$ cat src/rtl/store_buffer.sv
// store_buffer: posted-write queue between the MEM stage and the data RAM.
// Stores are queued in a circular FIFO and retire on cycles that no load needs
// the RAM port. Loads forward from the youngest exact match. A load that only
// partially overlaps a queued store stalls until the conflicting stores drain.
module store_buffer #(
  parameter int DEPTH = 4,
  parameter int AW    = 9,
  parameter int DW    = 32
) (
  input  logic                     clk,
  input  logic                     reset,
  input  logic                     st_valid,
  input  logic [AW-1:0]            st_addr,
  input  logic [DW-1:0]            st_data,
  input  logic [1:0]               st_size,
  output logic                     st_ready,
  input  logic                     ld_valid,
  input  logic [AW-1:0]            ld_addr,
  input  logic [1:0]               ld_size,
  input  logic                     ld_se,
  output logic                     ld_hit,
  output logic [DW-1:0]            ld_data,
  output logic                     ld_stall,
  input  logic                     drain_all,
  output logic                     ram_e,
  output logic                     ram_rw,
  output logic [AW-1:0]            ram_a,
  output logic [DW-1:0]            ram_di,
  output logic [1:0]               ram_size,
  output logic                     empty,
  output logic [$clog2(DEPTH):0]   count
);

  localparam int PW = $clog2(DEPTH);
  localparam int CW = PW + 1;

  logic [AW-1:0] addr_q [DEPTH];
  logic [AW-1:0] addr_d [DEPTH];
  logic [DW-1:0] data_q [DEPTH];
  logic [DW-1:0] data_d [DEPTH];
  logic [1:0]    size_q [DEPTH];
  logic [1:0]    size_d [DEPTH];
  logic [PW-1:0] head_q, head_d;
  logic [PW-1:0] tail_q, tail_d;
  logic [CW-1:0] count_q, count_d;

  logic          full;
  logic          push;
  logic          pop;
  logic          match_any;
  logic          match_exact;
  logic [DW-1:0] match_data;
  logic [PW-1:0] idx;
  logic          ext_bit;

  assign full     = (count_q == CW'(DEPTH));
  assign empty    = (count_q == '0);
  assign count    = count_q;
  assign st_ready = !full && !drain_all;
  assign push     = st_valid && st_ready;

  // Scan valid entries oldest to youngest so the last word match wins.
  always_comb begin
    match_any   = 1'b0;
    match_exact = 1'b0;
    match_data  = '0;
    idx         = '0;
    for (int i = 0; i < DEPTH; i++) begin
      idx = head_q + PW'(i);
      if ((CW'(i) < count_q) && (addr_q[idx][AW-1:2] == ld_addr[AW-1:2])) begin
        match_any   = 1'b1;
        match_exact = (addr_q[idx] == ld_addr) && (size_q[idx] == ld_size);
        match_data  = data_q[idx];
      end
    end
  end

  // Forwarded data is truncated to the load size, then sign- or zero-extended.
  always_comb begin
    ld_hit   = ld_valid && match_any && match_exact;
    ld_stall = ld_valid && match_any && !match_exact;
    ld_data  = '0;
    ext_bit  = 1'b0;
    if (ld_hit) begin
      case (ld_size)
        2'b00: begin
          ext_bit = ld_se && match_data[7];
          ld_data = {{(DW-8){ext_bit}}, match_data[7:0]};
        end
        2'b01: begin
          ext_bit = ld_se && match_data[15];
          ld_data = {{(DW-16){ext_bit}}, match_data[15:0]};
        end
        default: ld_data = match_data;
      endcase
    end
  end

  // RAM port arbitration: a non-stalled load reads, otherwise the head drains.
  always_comb begin
    ram_e    = 1'b0;
    ram_rw   = 1'b0;
    ram_a    = '0;
    ram_di   = '0;
    ram_size = '0;
    pop      = 1'b0;
    if (ld_valid && !ld_stall) begin
      ram_e    = 1'b1;
      ram_a    = ld_addr;
      ram_size = ld_size;
    end else if (!empty) begin
      ram_e    = 1'b1;
      ram_rw   = 1'b1;
      ram_a    = addr_q[head_q];
      ram_di   = data_q[head_q];
      ram_size = size_q[head_q];
      pop      = 1'b1;
    end
  end

  // Next-state for the queue: write at tail on push, advance head on pop.
  always_comb begin
    addr_d  = addr_q;
    data_d  = data_q;
    size_d  = size_q;
    head_d  = head_q;
    tail_d  = tail_q;
    count_d = count_q;
    if (push) begin
      addr_d[tail_q] = st_addr;
      data_d[tail_q] = st_data;
      size_d[tail_q] = st_size;
      tail_d         = tail_q + PW'(1);
    end
    if (pop) begin
      head_d = head_q + PW'(1);
    end
    case ({push, pop})
      2'b10:   count_d = count_q + CW'(1);
      2'b01:   count_d = count_q - CW'(1);
      default: count_d = count_q;
    endcase
  end

  // Queue state registers; reset discards everything queued.
  always_ff @(posedge clk or negedge reset) begin
    if (!reset) begin
      for (int i = 0; i < DEPTH; i++) begin
        addr_q[i] <= '0;
        data_q[i] <= '0;
        size_q[i] <= '0;
      end
      head_q  <= '0;
      tail_q  <= '0;
      count_q <= '0;
    end else begin
      addr_q  <= addr_d;
      data_q  <= data_d;
      size_q  <= size_d;
      head_q  <= head_d;
      tail_q  <= tail_d;
      count_q <= count_d;
    end
  end

endmodule

$ cat config.mk
export PLATFORM = sky130hd
export DESIGN_NAME = store_buffer
export DESIGN_NICKNAME = d
export VERILOG_FILES = /design/src/rtl/store_buffer.sv
export SDC_FILE = /design/constraint.sdc
export NUM_CORES = 1
export LEC_CHECK = 0
export ABC_AREA = 1
export ABC_CLOCK_PERIOD_IN_PS = 4100
export CAP_MARGIN = 40
export CORE_ASPECT_RATIO = 0.9
export CORE_UTILIZATION = 58
export DETAILED_ROUTE_END_ITERATION = 10
export PLACE_DENSITY_LB_ADDON = 0.12
export SETUP_SLACK_MARGIN = 0.02
export SLEW_MARGIN = 15
export SYNTH_ARGS = -nofsm -noshare
export SYNTH_HDL_FRONTEND = slang
export SYNTH_SLANG_ARGS = --single-unit
$ cat constraint.sdc
create_clock -name clk -period 4.1 [get_ports clk]
set_input_delay 0.82 -clock clk [delete_from_list [all_inputs] [get_ports clk]]
set_output_delay 0.82 -clock clk [all_outputs]
set_load 0.02 [all_outputs]
==> results_tabular.tex, run 1 <==
\begin{tabular}{lr}
\hline
Metric & Value \\
\hline
\multicolumn{2}{l}{\textbf{Placed design}} \\
Dpl cell area & 15670 um2 \\
Half-perimeter wire length after placement & 27.96 mm \\
Number of input and output port buffers inserted & between 100 and 150 \\
Global placement routability congestion & 0.9331 \\
\multicolumn{2}{l}{\textbf{Timing}} \\
Tightest slew margin relative to the limit & 0.4401 \\
Period utilisation layout & 0.9993 \\
Final clock skew & 0.01158 ns \\
Time the final worst path needs with I/O delays and setup & 4.097 ns \\
Pins Over Slew Limit & 0 \\
RSZ-0062 raised after global routing & yes \\
Setup violators final & 0 \\
Post-Route Setup TNS & 0 ns \\
F\_max & 0.2441 GHz \\
Transition at the pin with the smallest max-transition slack & 0.8398 ns \\
Final hold vios & 0 \\
\multicolumn{2}{l}{\textbf{Power}} \\
Share of total power in sequential cells & 0.231 \\
Part of the total power dissipated in the clock network & 0.126 \\
Worst voltage drop across the vdd grid & 0.4238 mV \\
Leakage power & 7.924 nW \\
Switching power as a share of total power & 0.5041 \\
Net switching power of the design & 6.973 mW \\
Areal power density over the cells & 831.9 nW/um2 \\
Share of power burned in combinational logic & 0.643 \\
Int Pwr & 6.859 mW \\
\multicolumn{2}{l}{\textbf{Final layout}} \\
Area of the multi-input gates & 7815 um2 \\
Layout cells sized above 1 & 0.1777 \\
\# nets final & 2312 \\
Commonest non-fill, non-tap cell in the layout & sky130\_fd\_sc\_hd\_\_nand2\_1 \\
Area taken by flip-flops and latches & 4484 um2 \\
Growth of design area from synthesis to finish & 23.74\% \\
Top library cells by usage in the layout, fill and taps aside & 700 x sky130\_fd\_sc\_hd\_\_nand2\_1, 382 x sky130\_fd\_sc\_hd\_\_o21ai\_0, 195 x sky130\_fd\_sc\_hd\_\_inv\_1 \\
Fill count & 1819 \\
Non-Filler Cell Area, Final & 16630 um2 \\
\multicolumn{2}{l}{\textbf{GRT}} \\
Number of antenna violations at the first check in global routing & 2 \\
First-pass GRT wire length & 65.54 mm \\
Vias in the first global route & 13429 \\
Maximum number of pins on one net before global-route repair & 106 \\
Global-route total usage across every layer & 0.3470 \\
Total congestion overflow after global routing & 0 \\
\multicolumn{2}{l}{\textbf{Floorplan}} \\
Row cnt & 52 \\
Die Area & between 20000 and 25000 um2 \\
Io pins & 144 \\
Area of the placeable core & 22580 um2 \\
Die W & 162.4 um \\
DIE HEIGHT & 146.4 um \\
Initial core utilization & 0.5952 \\
\multicolumn{2}{l}{\textbf{Routing}} \\
Remaining design rule violation count & 0 \\
Vias per cell & 5.841 \\
Drt total wl & around 43 mm \\
Iteration-0 DRC Markers & roughly 1600 \\
Number of nets still failing antenna checks after routing & 0 \\
Number of search-and-repair iterations in the first detailed-routing pass & 6 \\
WL per Instance & 16.87 um \\
Vias after detailed routing & approximately 15000 \\
\multicolumn{2}{l}{\textbf{Hold path}} \\
Class of the tightest hold or removal check & input port to asynchronous set/reset pin \\
\multicolumn{2}{l}{\textbf{Setup path}} \\
Data required time at the worst endpoint & 3.28 ns \\
CP Launch Type & flip-flop \\
Critical path class & flip-flop to output pin \\
Nature of the critical path endpoint & output pin \\
Critical Path Fanout Max & 7 \\
Data arrival time at the worst-slack endpoint & 3.28 ns \\
\multicolumn{2}{l}{\textbf{Logic synthesis}} \\
Post-Synthesis Cell Area & approximately 13000 um2 \\
Number of distinct standard cells referenced by the synthesized netlist & 34 \\
Yosys top cell area share & 0.3333 \\
Main area contributors after synthesis & sky130\_fd\_sc\_hd\_\_dfrtp\_1 33\%, sky130\_fd\_sc\_hd\_\_nand2\_1 20\%, sky130\_fd\_sc\_hd\_\_o21ai\_0 15\%, sky130\_fd\_sc\_hd\_\_inv\_1 5.4\%, sky130\_fd\_sc\_hd\_\_nand3\_1 4.8\% \\
Post-synthesis sequential element count & 179 \\
Sequential share of the synthesized area & 0.3333 \\
Synthesized Nets & 2141 \\
Number of cells produced by synthesis & between 2000 and 2500 \\
Cell accounting for the most synthesized area & sky130\_fd\_sc\_hd\_\_dfrtp\_1 \\
Total number of yosys warnings & 0 \\
Syn avg cell area & 6.482 um2 \\
\multicolumn{2}{l}{\textbf{Clock tree}} \\
Clock tree from TritonCTS & built \\
Cell at the root of the clock tree & sky130\_fd\_sc\_hd\_\_clkbuf\_16 \\
Total clock sinks & 179 \\
Clock Pin Slew Worst Setup and Hold Paths & 0.07 ns \\
Clock Latency Late Sink & 0.44 ns \\
TritonCTS Buffers & 17 \\
Buffers from clock root to sink, at most & 2 \\
CTS Hold Buffers Added & 0 \\
H-tree levels & 4 \\
\multicolumn{2}{l}{\textbf{Run status}} \\
Status & finished clean \\
\multicolumn{2}{l}{\textbf{Job}} \\
Max-cap violations & 0 \\
\hline
\end{tabular}
[Yosys cell counts, drive strengths merged]
cell    instances
o211ai         48
inv           202
o21ai         413
clkbuf         77
mux2           50
nand2         725
nor3b           1
nor2          110
a31oi          20
xnor2           2
nor3            1
ha              8
clkinv          1
a211oi          4
buf            60
nand4           7
xor2            7
a21oi          24
and2            1
nand3         133
dfrtp         179
[registers in the layout, indices dropped and copies added (netlist names)]
register  count
tail_q        2
addr_q       36
count         3
head_q        2
size_q        8
data_q      128
[what timing repair did]
action | in CTS | in global routing
cloned | 0 | 11
gates resized for setup | 169 | 224
setup buffers | 0 | 12
setup endpoints to repair | 79 | 78
pin swaps | 1 | 11
[layer usage]
layer / up-vias / share of wire / GRT usage
met5: - / 0 / 0
met1: 6931 / 0.41 / 0.4667
met4: 0 / 0.034 / 0.1580
li1: 7082 / - / -
met2: 778 / 0.45 / 0.5489
met3: 133 / 0.10 / 0.05483
[final timing paths]
kind	start	end	slack, ns	cells past startpoint
worst max-delay path	head_q[0]	ld_data[15]	0.003	17
worst min-delay path	reset	addr_q[35]	0.44	1
worst min register to register	data_q[78]	data_q[78]	0.53	1
worst max register to register	head_q[0]	count[2]	0.51	23
max in group asynchronous	reset	data_q[12]	2.81	2
min in group clk	data_q[78]	data_q[78]	0.53	1
[stage by stage]
stage	util	hold WS (ns)	std cells	setup WS (ns)	power (mW)
detailed placement	0.6940	0.5137	2499	-0.2223	11.32
global route	0.7364	0.5098	2554	-0.09026	14.97
CTS	0.7239	0.4695	2530	0.009715	13.08
global placement	0.6940	0.5075	2499	-0.2031	11.04
floorplan	-	0.4982	2073	0.9037	8.890
finish	0.7365	0.4383	2555	0.002665	13.83
[logic make-up (layout without fill, tap and decap cells)]
kind of cell | count (synthesis) | after routing | synth area share
buffers and inverters | 340 | 519 | 0.1074
DFF | 179 | 179 | 0.3333
adders and majority gates | 8 | 8 | 0.007449
muxes | 50 | 50 | 0.04190
other | 0 | 2 | 0
AOI/OAI and AO/OA | 509 | 509 | 0.2011
xor gates and xnor gates | 9 | 9 | 0.005866
and+or+nand+nor | 978 | 982 | 0.3029
[critical path, cell delays in order (launching register included)]
cell	delay, ns
sky130_fd_sc_hd__dfrtp_4	0.58
sky130_fd_sc_hd__buf_12	0.19
sky130_fd_sc_hd__nand2_8	0.08
sky130_fd_sc_hd__nand2_8	0.08
sky130_fd_sc_hd__clkbuf_16	0.16
sky130_fd_sc_hd__nand2_1	0.07
sky130_fd_sc_hd__nand2_1	0.07
sky130_fd_sc_hd__a21oi_2	0.12
sky130_fd_sc_hd__nand3_1	0.12
sky130_fd_sc_hd__nor2_1	0.14
sky130_fd_sc_hd__nand2_2	0.15
sky130_fd_sc_hd__nand2_1	0.09
sky130_fd_sc_hd__inv_1	0.04
sky130_fd_sc_hd__nand2_1	0.10
sky130_fd_sc_hd__nand3_2	0.12
sky130_fd_sc_hd__buf_4	0.16
sky130_fd_sc_hd__a21oi_1	0.32
sky130_fd_sc_hd__clkbuf_2	0.25
[cell type report]
class                   instances  share of cell area
flip-flops and latches        179              0.2697
inverters                     203             0.04688
clock buffers                  19             0.02664
repair buffers                285              0.1539
multi-input cells            1558              0.4700
well taps                     297             0.02235
diodes                          2           0.0003010
clock inverters                12             0.01031
[power groups by stage]
stage / Combinational, mW / Clock (mW) / Sequential (mW)
4_1_cts: 8.15 / 1.77 / 3.16
3_5_place_dp: 8.14 / 0 / 3.17
6_report: 8.89 / 1.75 / 3.19
2_1_floorplan: 5.83 / 0 / 3.06
5_1_grt: 9.84 / 1.83 / 3.29
3_3_place_gp: 7.91 / 0 / 3.14
Power figures use the tool's default switching activity.
==> run 2, diff against run 1 <==
- CORE_UTILIZATION: 58 -> 25
- SLEW_MARGIN: 15 -> 20
==> run 2 against run 1 <==
Compared with the run above: the flow now finishes with violations (setup timing); sequential cell count did not move; hold slack worse by 0.054 ns; clock power barely moved; critical path type unchanged.
==> results_tabular.tex, run 2 (same netlist as run 1, synthesis figures left out) <==
\begin{tabular}{lr}
\hline
Metric & Value \\
\hline
\multicolumn{2}{l}{\textbf{Floorplan}} \\
Initial core utilization & 0.2533 (-0.3419) \\
Row cnt & 80 (+54\%) \\
DIE HEIGHT & 221.9 um (+52\%) \\
Die Area & 54680 um2 (+130\%) \\
Die W & 246.4 um (+52\%) \\
Io pins & 144 (unchanged) \\
Area of the placeable core & 53050 um2 (+130\%) \\
\multicolumn{2}{l}{\textbf{Timing}} \\
Transition at the pin with the smallest max-transition slack & 0.7698 ns (-0.06997 ns) \\
Final Worst Setup Slack & -0.04553 ns (-0.04820 ns) \\
RSZ-0062 raised after global routing & yes \\
Setup violators final & 12 (+12) \\
Tightest slew margin relative to the limit & 0.4868 (+0.04664) \\
Pins Over Slew Limit & 0 (unchanged) \\
Period utilisation layout & 1.011 (+0.01176) \\
F\_max & 0.2412 GHz (-1.2\%) \\
Time the final worst path needs with I/O delays and setup & 4.146 ns (+0.04820 ns) \\
Final clock skew & 0.01802 ns (+0.006431 ns) \\
Final hold vios & 0 (unchanged) \\
\multicolumn{2}{l}{\textbf{Setup path}} \\
Critical path class & flip-flop to output pin \\
Critical Path Fanout Max & 8 (+1) \\
CP Launch Type & flip-flop \\
Nature of the critical path endpoint & output pin \\
Data required time at the worst endpoint & 3.28 ns (about the same) \\
Data arrival time at the worst-slack endpoint & 3.33 ns (+0.05 ns) \\
\multicolumn{2}{l}{\textbf{Final layout}} \\
Commonest non-fill, non-tap cell in the layout & sky130\_fd\_sc\_hd\_\_nand2\_1 \\
Growth of design area from synthesis to finish & 41.57\% \\
Post-layout util & 0.3586 (-0.3779) \\
Number of cells in the finished layout apart from fillers & 3033 (+19\%) \\
Layout cells sized above 1 & 0.2667 (+0.08895) \\
Top Registers & data\_q: 128 flops, addr\_q: 36 flops, size\_q: 8 flops \\
Largest register by flop count & data\_q \\
Top library cells by usage in the layout, fill and taps aside & 644 x sky130\_fd\_sc\_hd\_\_nand2\_1, 362 x sky130\_fd\_sc\_hd\_\_o21ai\_0, 194 x sky130\_fd\_sc\_hd\_\_inv\_1, 194 x sky130\_fd\_sc\_hd\_\_buf\_4, 177 x sky130\_fd\_sc\_hd\_\_dfrtp\_1 \\
Flip-flop count of the largest register after layout & 128 (unchanged) \\
Non-Filler Cell Area, Final & 19020 um2 (+14\%) \\
\# nets final & 2391 (+3.4\%) \\
Diodes inserted & 0 (-2) \\
\multicolumn{2}{l}{\textbf{Clock tree}} \\
H-tree levels & 4 (unchanged) \\
TritonCTS Buffers & 17 (unchanged) \\
Total clock sinks & 179 (unchanged) \\
CTS Hold Buffers Added & 0 (unchanged) \\
Cell at the root of the clock tree & sky130\_fd\_sc\_hd\_\_clkbuf\_16 \\
Clock Pin Slew Worst Setup and Hold Paths & 0.08 ns (about the same) \\
Clock Latency Late Sink & 0.50 ns (+0.06 ns) \\
Buffers from clock root to sink, at most & 2 (unchanged) \\
Clock tree from TritonCTS & built \\
\multicolumn{2}{l}{\textbf{Routing}} \\
Vias after detailed routing & 14485 (-2.9\%) \\
WL per Instance & 17.47 um (+3.5\%) \\
Vias per cell & 4.776 (-18\%) \\
Remaining design rule violation count & 0 (unchanged) \\
Number of nets still failing antenna checks after routing & 0 (unchanged) \\
Number of search-and-repair iterations in the first detailed-routing pass & 5 (-1) \\
Drt total wl & 52.99 mm (+23\%) \\
Iteration-0 DRC Markers & 1048 (-36\%) \\
\multicolumn{2}{l}{\textbf{Power}} \\
Worst voltage drop across the vdd grid & 0.3501 mV (-17\%) \\
Leakage power & 8.655 nW (+9.2\%) \\
Areal power density over the cells & 813.8 nW/um2 (-2.2\%) \\
\multicolumn{2}{l}{\textbf{GRT}} \\
Global-route total usage across every layer & 0.1933 (-0.1537) \\
Total congestion overflow after global routing & 0 (unchanged) \\
First-pass GRT wire length & 80.55 mm (+23\%) \\
Vias in the first global route & 13725 (+2.2\%) \\
Number of antenna violations at the first check in global routing & 1 (-1) \\
Maximum number of pins on one net before global-route repair & 83 (-22\%) \\
\multicolumn{2}{l}{\textbf{Placed design}} \\
Dpl cell area & 16720 um2 (+6.7\%) \\
Half-perimeter wire length after placement & 34.89 mm (+25\%) \\
Number of instances in the placed design & 2960 (+18\%) \\
Number of input and output port buffers inserted & 143 (unchanged) \\
Global placement routability congestion & 0.8578 (-8.1\%) \\
\multicolumn{2}{l}{\textbf{Run status}} \\
Status & finished with violations \\
Violated checks & setup timing \\
\multicolumn{2}{l}{\textbf{Hold path}} \\
Class of the tightest hold or removal check & input port to asynchronous set/reset pin \\
\multicolumn{2}{l}{\textbf{Job}} \\
Max-cap violations & 0 (unchanged) \\
\hline
\end{tabular}
==> run 2: worst max-delay path: stages, from the launching register on <==
cell and delay (ns):
sky130_fd_sc_hd__dfrtp_4 0.57, sky130_fd_sc_hd__clkinv_8 0.13, sky130_fd_sc_hd__buf_12 0.17, sky130_fd_sc_hd__nand2_1 0.09, sky130_fd_sc_hd__nand3_1 0.09, sky130_fd_sc_hd__nand2_2 0.14
sky130_fd_sc_hd__nor2_1 0.08, sky130_fd_sc_hd__nor2_1 0.13, sky130_fd_sc_hd__nand2_2 0.08, sky130_fd_sc_hd__buf_4 0.14, sky130_fd_sc_hd__nor2_4 0.13, sky130_fd_sc_hd__nand2_1 0.11
sky130_fd_sc_hd__nand2_4 0.07, sky130_fd_sc_hd__nand3_2 0.06, sky130_fd_sc_hd__nand2_2 0.08, sky130_fd_sc_hd__nand3_2 0.08, sky130_fd_sc_hd__nand3_4 0.18, sky130_fd_sc_hd__buf_12 0.13
sky130_fd_sc_hd__nand2_8 0.10, sky130_fd_sc_hd__nor2_1 0.11, sky130_fd_sc_hd__buf_4 0.15
==> run 2: layout make-up <==
type / instances / area, um2
Fill cell: 5652 / 34030
Tap cell: 697 / 872.1
Clock buffer: 20 / 466.7
Sequential cell: 179 / 4484
Multi-Input combinational cell: 1557 / 8526
Timing Repair Buffer: 365 / 3734
Inverter: 203 / 805.8
Clock inverter: 12 / 136.4
==> run 2: timing repair <==
item	4_1_cts	5_1_grt
setup endpoints to repair	79	79
gates resized for setup	466	292
cloned	7	5
buffers inserted	18	11
pin swaps	23	44
==> run 2: path summary, 6_finish.rpt <==
path	from	end	slack, ns	depth (start not counted)
worst max-delay path	head_q[0]	ld_data[17]	-0.05	20
worst min-delay path	reset	data_q[37]	0.38	1
worst max register to register	head_q[0]	count[2]	0.76	23
worst min register to register	data_q[49]	data_q[49]	0.53	1
max in group asynchronous	reset	addr_q[14]	2.64	2
min in group clk	data_q[49]	data_q[49]	0.53	1
==> run 2: report_power, final <==
| part | internal, mW | switching, mW |
|---|---|---|
| logic | 4.21 | 6.34 |
| registers | 2.66 | 0.538 |
| clock network | 0.907 | 0.823 |
| total | 7.78 | 7.70 |
==> run 2: through the flow <==
stage | hold slack [ns] | setup WS [ns] | power, mW | TNS (ns)
2_1_floorplan | 0.4982 | 0.9037 | 8.890 | 0
6_report | 0.3840 | -0.04553 | 15.48 | -0.2683
3_3_place_gp | 0.5084 | -0.4991 | 12.13 | -25.67
4_1_cts | 0.4005 | -0.1141 | 14.73 | -1.228
5_1_grt | 0.4289 | -0.2129 | 16.92 | -9.968
3_5_place_dp | 0.5165 | -0.4535 | 12.20 | -25.29
==> run 2: layer usage <==
| layer | track usage | vias up | wire length [um] |
|---|---|---|---|
| li1 | - | 7235 | - |
| met2 | 0.3052 | 313 | 24220 |
| met4 | 0.05496 | 2 | 843 |
| met1 | 0.2712 | 6886 | 25770 |
| met5 | 0 | - | 13 |
| met3 | 0.02905 | 49 | 2144 |
==> run 3, diff against run 2 <==
- CELL_PAD_IN_SITES_DETAIL_PLACEMENT: not set -> 0
- CELL_PAD_IN_SITES_GLOBAL_PLACEMENT: not set -> 2
==> run 3 against run 2 <==
Compared with the run above: the flow now finishes without violations; via count down 2.7%; critical path depth fell by 3; hold slack worse by 0.21 ns; clock power grew 8%; critical path type unchanged; die area unchanged; maximum frequency increased by 2.1%; largest cell class unchanged; count of clock-buffer cells in the layout stayed put; cell area down 4.5%; setup slack gained 0.086 ns; clock skew shrank 0.0074 ns; sequential cell count unchanged.
==> results_tabular.tex, run 3 (same netlist as run 1, synthesis figures left out) <==
\begin{tabular}{lr}
\hline
Metric & Value \\
\hline
\multicolumn{2}{l}{\textbf{Floorplan}} \\
Io pins & 144 (unchanged) \\
Die W & 246.4 um (unchanged) \\
DIE HEIGHT & 221.9 um (unchanged) \\
Die Area & 54680 um2 (unchanged) \\
Area of the placeable core & 53050 um2 (unchanged) \\
Row cnt & 80 (unchanged) \\
Initial core utilization & 0.2533 (unchanged) \\
\multicolumn{2}{l}{\textbf{GRT}} \\
First-pass GRT wire length & 81.39 mm (+1.0\%) \\
Total congestion overflow after global routing & 0 (unchanged) \\
Global-route total usage across every layer & 0.1987 (+0.005400) \\
Number of antenna violations at the first check in global routing & 1 (unchanged) \\
Maximum number of pins on one net before global-route repair & 101 (+22\%) \\
Vias in the first global route & 13311 (-3.0\%) \\
\multicolumn{2}{l}{\textbf{Final layout}} \\
Flip-flop count of the largest register after layout & 128 (unchanged) \\
\# nets final & 2357 (-1.4\%) \\
Top Registers & data\_q: 128 flops, addr\_q: 36 flops, size\_q: 8 flops \\
Area taken by flip-flops and latches & 4484 um2 (unchanged) \\
Post-layout util & 0.3426 (-0.01604) \\
Top library cells by usage in the layout, fill and taps aside & 678 x sky130\_fd\_sc\_hd\_\_nand2\_1, 370 x sky130\_fd\_sc\_hd\_\_o21ai\_0, 194 x sky130\_fd\_sc\_hd\_\_inv\_1 \\
Layout cells sized above 1 & 0.2281 (-0.03863) \\
Fill count & 5727 (+1.3\%) \\
Area of the multi-input gates & 8115 um2 (-4.8\%) \\
Non-Filler Cell Area, Final & 18170 um2 (-4.5\%) \\
Number of cells in the finished layout apart from fillers & 2999 (-1.1\%) \\
Growth of design area from synthesis to finish & 35.24\% \\
Diodes inserted & 0 (unchanged) \\
Largest register by flop count & data\_q \\
Commonest non-fill, non-tap cell in the layout & sky130\_fd\_sc\_hd\_\_nand2\_1 \\
\multicolumn{2}{l}{\textbf{Timing}} \\
Transition at the pin with the smallest max-transition slack & 0.7790 ns (+0.009141 ns) \\
Final clock skew & 0.01062 ns (-0.007399 ns) \\
Time the final worst path needs with I/O delays and setup & 4.059 ns (-0.08630 ns) \\
Final hold vios & 0 (unchanged) \\
Tightest slew margin relative to the limit & 0.4794 (-0.007326) \\
Setup violators final & 0 (-12) \\
Pins Over Slew Limit & 0 (unchanged) \\
Post-Route Setup TNS & 0 ns (+0.2683 ns) \\
Period utilisation layout & 0.9901 (-0.02105) \\
Final Worst Setup Slack & 0.04076 ns (+0.08630 ns) \\
RSZ-0062 raised after global routing & yes \\
F\_max & 0.2464 GHz (+2.1\%) \\
Final worst hold slack & 0.1767 ns (-0.2073 ns) \\
\multicolumn{2}{l}{\textbf{Routing}} \\
WL per Instance & 17.80 um (+1.9\%) \\
Vias after detailed routing & 14098 (-2.7\%) \\
Number of search-and-repair iterations in the first detailed-routing pass & 5 (unchanged) \\
Vias per cell & 4.701 (-1.6\%) \\
Remaining design rule violation count & 0 (unchanged) \\
Number of nets still failing antenna checks after routing & 0 (unchanged) \\
Iteration-0 DRC Markers & 1064 (+1.5\%) \\
Drt total wl & 53.39 mm (+0.75\%) \\
\multicolumn{2}{l}{\textbf{Power}} \\
Share of total power in sequential cells & 0.212 (+0.006) \\
Net switching power of the design & 7.438 mW (-3.4\%) \\
Worst voltage drop across the vdd grid & 0.4786 mV (+37\%) \\
Areal power density over the cells & 822.5 nW/um2 (+1.1\%) \\
Power, Total & 14.95 mW (-3.5\%) \\
Share of power burned in combinational logic & 0.664 (-0.018) \\
Int Pwr & 7.509 mW (-3.5\%) \\
Part of the total power dissipated in the clock network & 0.124 (+0.012) \\
Leakage power & 8.313 nW (-3.9\%) \\
Switching power as a share of total power & 0.4976 (about the same) \\
\multicolumn{2}{l}{\textbf{Setup path}} \\
Critical-path top delay cell & sky130\_fd\_sc\_hd\_\_dfrtp\_4 \\
Data arrival time at the worst-slack endpoint & 3.24 ns (-0.09 ns) \\
Most repeated library cell on the critical path & sky130\_fd\_sc\_hd\_\_nand2\_1 \\
Nature of the critical path endpoint & output pin \\
CP peak stage delay & 0.57 ns (about the same) \\
CP Launch Type & flip-flop \\
Worst Reg-to-Reg Cells & 24 (+4.3\%) \\
List of cells traversed by the critical path & buf\_12 > buf\_4 > nand2\_1 > nand2\_1 > nand2\_1 > nand3\_1 > nand2\_1 > inv\_1 > nand2\_1 > nor2\_4 > nand2\_4 > buf\_4 > buf\_12 > o21ai\_0 > a31oi\_1 > nor2\_4 > buf\_6 \\
Data required time at the worst endpoint & 3.28 ns (about the same) \\
Critical path class & flip-flop to output pin \\
Critical Path Fanout Max & 24 (+16) \\
\multicolumn{2}{l}{\textbf{Placed design}} \\
Global placement routability congestion & 0.8319 (-3.0\%) \\
Number of instances in the placed design & 2954 (-0.20\%) \\
Dpl cell area & 16670 um2 (-0.25\%) \\
Half-perimeter wire length after placement & 37.61 mm (+7.8\%) \\
Post-placement setup slack & -0.5305 ns (-0.07702 ns) \\
Number of input and output port buffers inserted & 143 (unchanged) \\
\multicolumn{2}{l}{\textbf{Clock tree}} \\
TritonCTS Buffers & 17 (unchanged) \\
Total clock sinks & 179 (unchanged) \\
Clock Pin Slew Worst Setup and Hold Paths & 0.07 ns (about the same) \\
Cell at the root of the clock tree & sky130\_fd\_sc\_hd\_\_clkbuf\_16 \\
CTS Hold Buffers Added & 0 (unchanged) \\
Clock tree from TritonCTS & built \\
Clock Latency Late Sink & 0.50 ns (about the same) \\
Buffers from clock root to sink, at most & 2 (unchanged) \\
H-tree levels & 4 (unchanged) \\
\multicolumn{2}{l}{\textbf{Hold path}} \\
Class of the tightest hold or removal check & input port to asynchronous set/reset pin \\
\multicolumn{2}{l}{\textbf{Job}} \\
Max-cap violations & 0 (unchanged) \\
\multicolumn{2}{l}{\textbf{Run status}} \\
Status & finished clean \\
\hline
\end{tabular}
[run 3: cell types whose count changed in the layout (fill, tap and decap cells not counted), moves of 14 or more]
| cell | change |
|---|---|
| sky130_fd_sc_hd__nand2_2 | -28 |
| sky130_fd_sc_hd__nor2_4 | -17 |
| sky130_fd_sc_hd__buf_4 | -15 |
| sky130_fd_sc_hd__nand3_1 | +15 |
| sky130_fd_sc_hd__nor2_2 | +15 |
| sky130_fd_sc_hd__nand2_1 | +34 |
| sky130_fd_sc_hd__nand3_2 | -14 |
[run 3: layer usage]
| layer | GRT usage | vias up | part of all wire |
|---|---|---|---|
| li1 | - | 7152 | - |
| met1 | 0.2888 | 6625 | 0.51 |
| met2 | 0.2996 | 286 | 0.44 |
| met3 | 0.03861 | 33 | 0.042 |
| met4 | 0.04679 | 2 | 0.012 |
| met5 | 0 | - | 0.00021 |
[run 3: worst paths after layout]
check / to / start / slack, ns
worst min-delay path: size_q[3] / reset / 0.18
worst min register to register: data_q[62] / data_q[62] / 0.53
min in group clk: data_q[62] / data_q[62] / 0.53
worst max-delay path: ld_data[31] / head_q[0] / 0.04
max in group asynchronous: size_q[6] / reset / 2.89
worst max register to register: count[2] / head_q[0] / 0.73
[run 3: critical path: cells and delay by family, from the launching register on]
family | cells | cell delay, ns
AND/OR/NAND/NOR | 9 | 0.71
AO/OA/AOI/OAI | 2 | 0.50
buffers and inverters | 6 | 0.93
flip-flops | 1 | 0.57
[run 3: power groups by stage]
stage          clock network (mW)  registers, mW  logic (mW)
2_1_floorplan                   0           3.06        5.83
3_3_place_gp                    0           3.15        9.19
3_5_place_dp                    0           3.17        9.19
4_1_cts                      1.93           3.15        9.23
5_1_grt                      1.99           3.29        11.1
6_report                     1.86           3.16        9.93
[run 3: repair_timing]
action                                  CTS  global route
hold endpoints to repair                  0             0
pin swaps                                 9            26
endpoints found under the setup margin   79            79
setup buffers                             3             4
resized for setup                       379           261
cloned                                    2             3
[run 3: cell type report]
cell class	count	share of cell area
Clock buffer	20	0.02513
Clock inverter	12	0.009707
Inverter	203	0.04344
Multi-Input combinational cell	1555	0.4465
Sequential cell	179	0.2467
Tap cell	697	0.04799
Timing Repair Buffer	333	0.1804
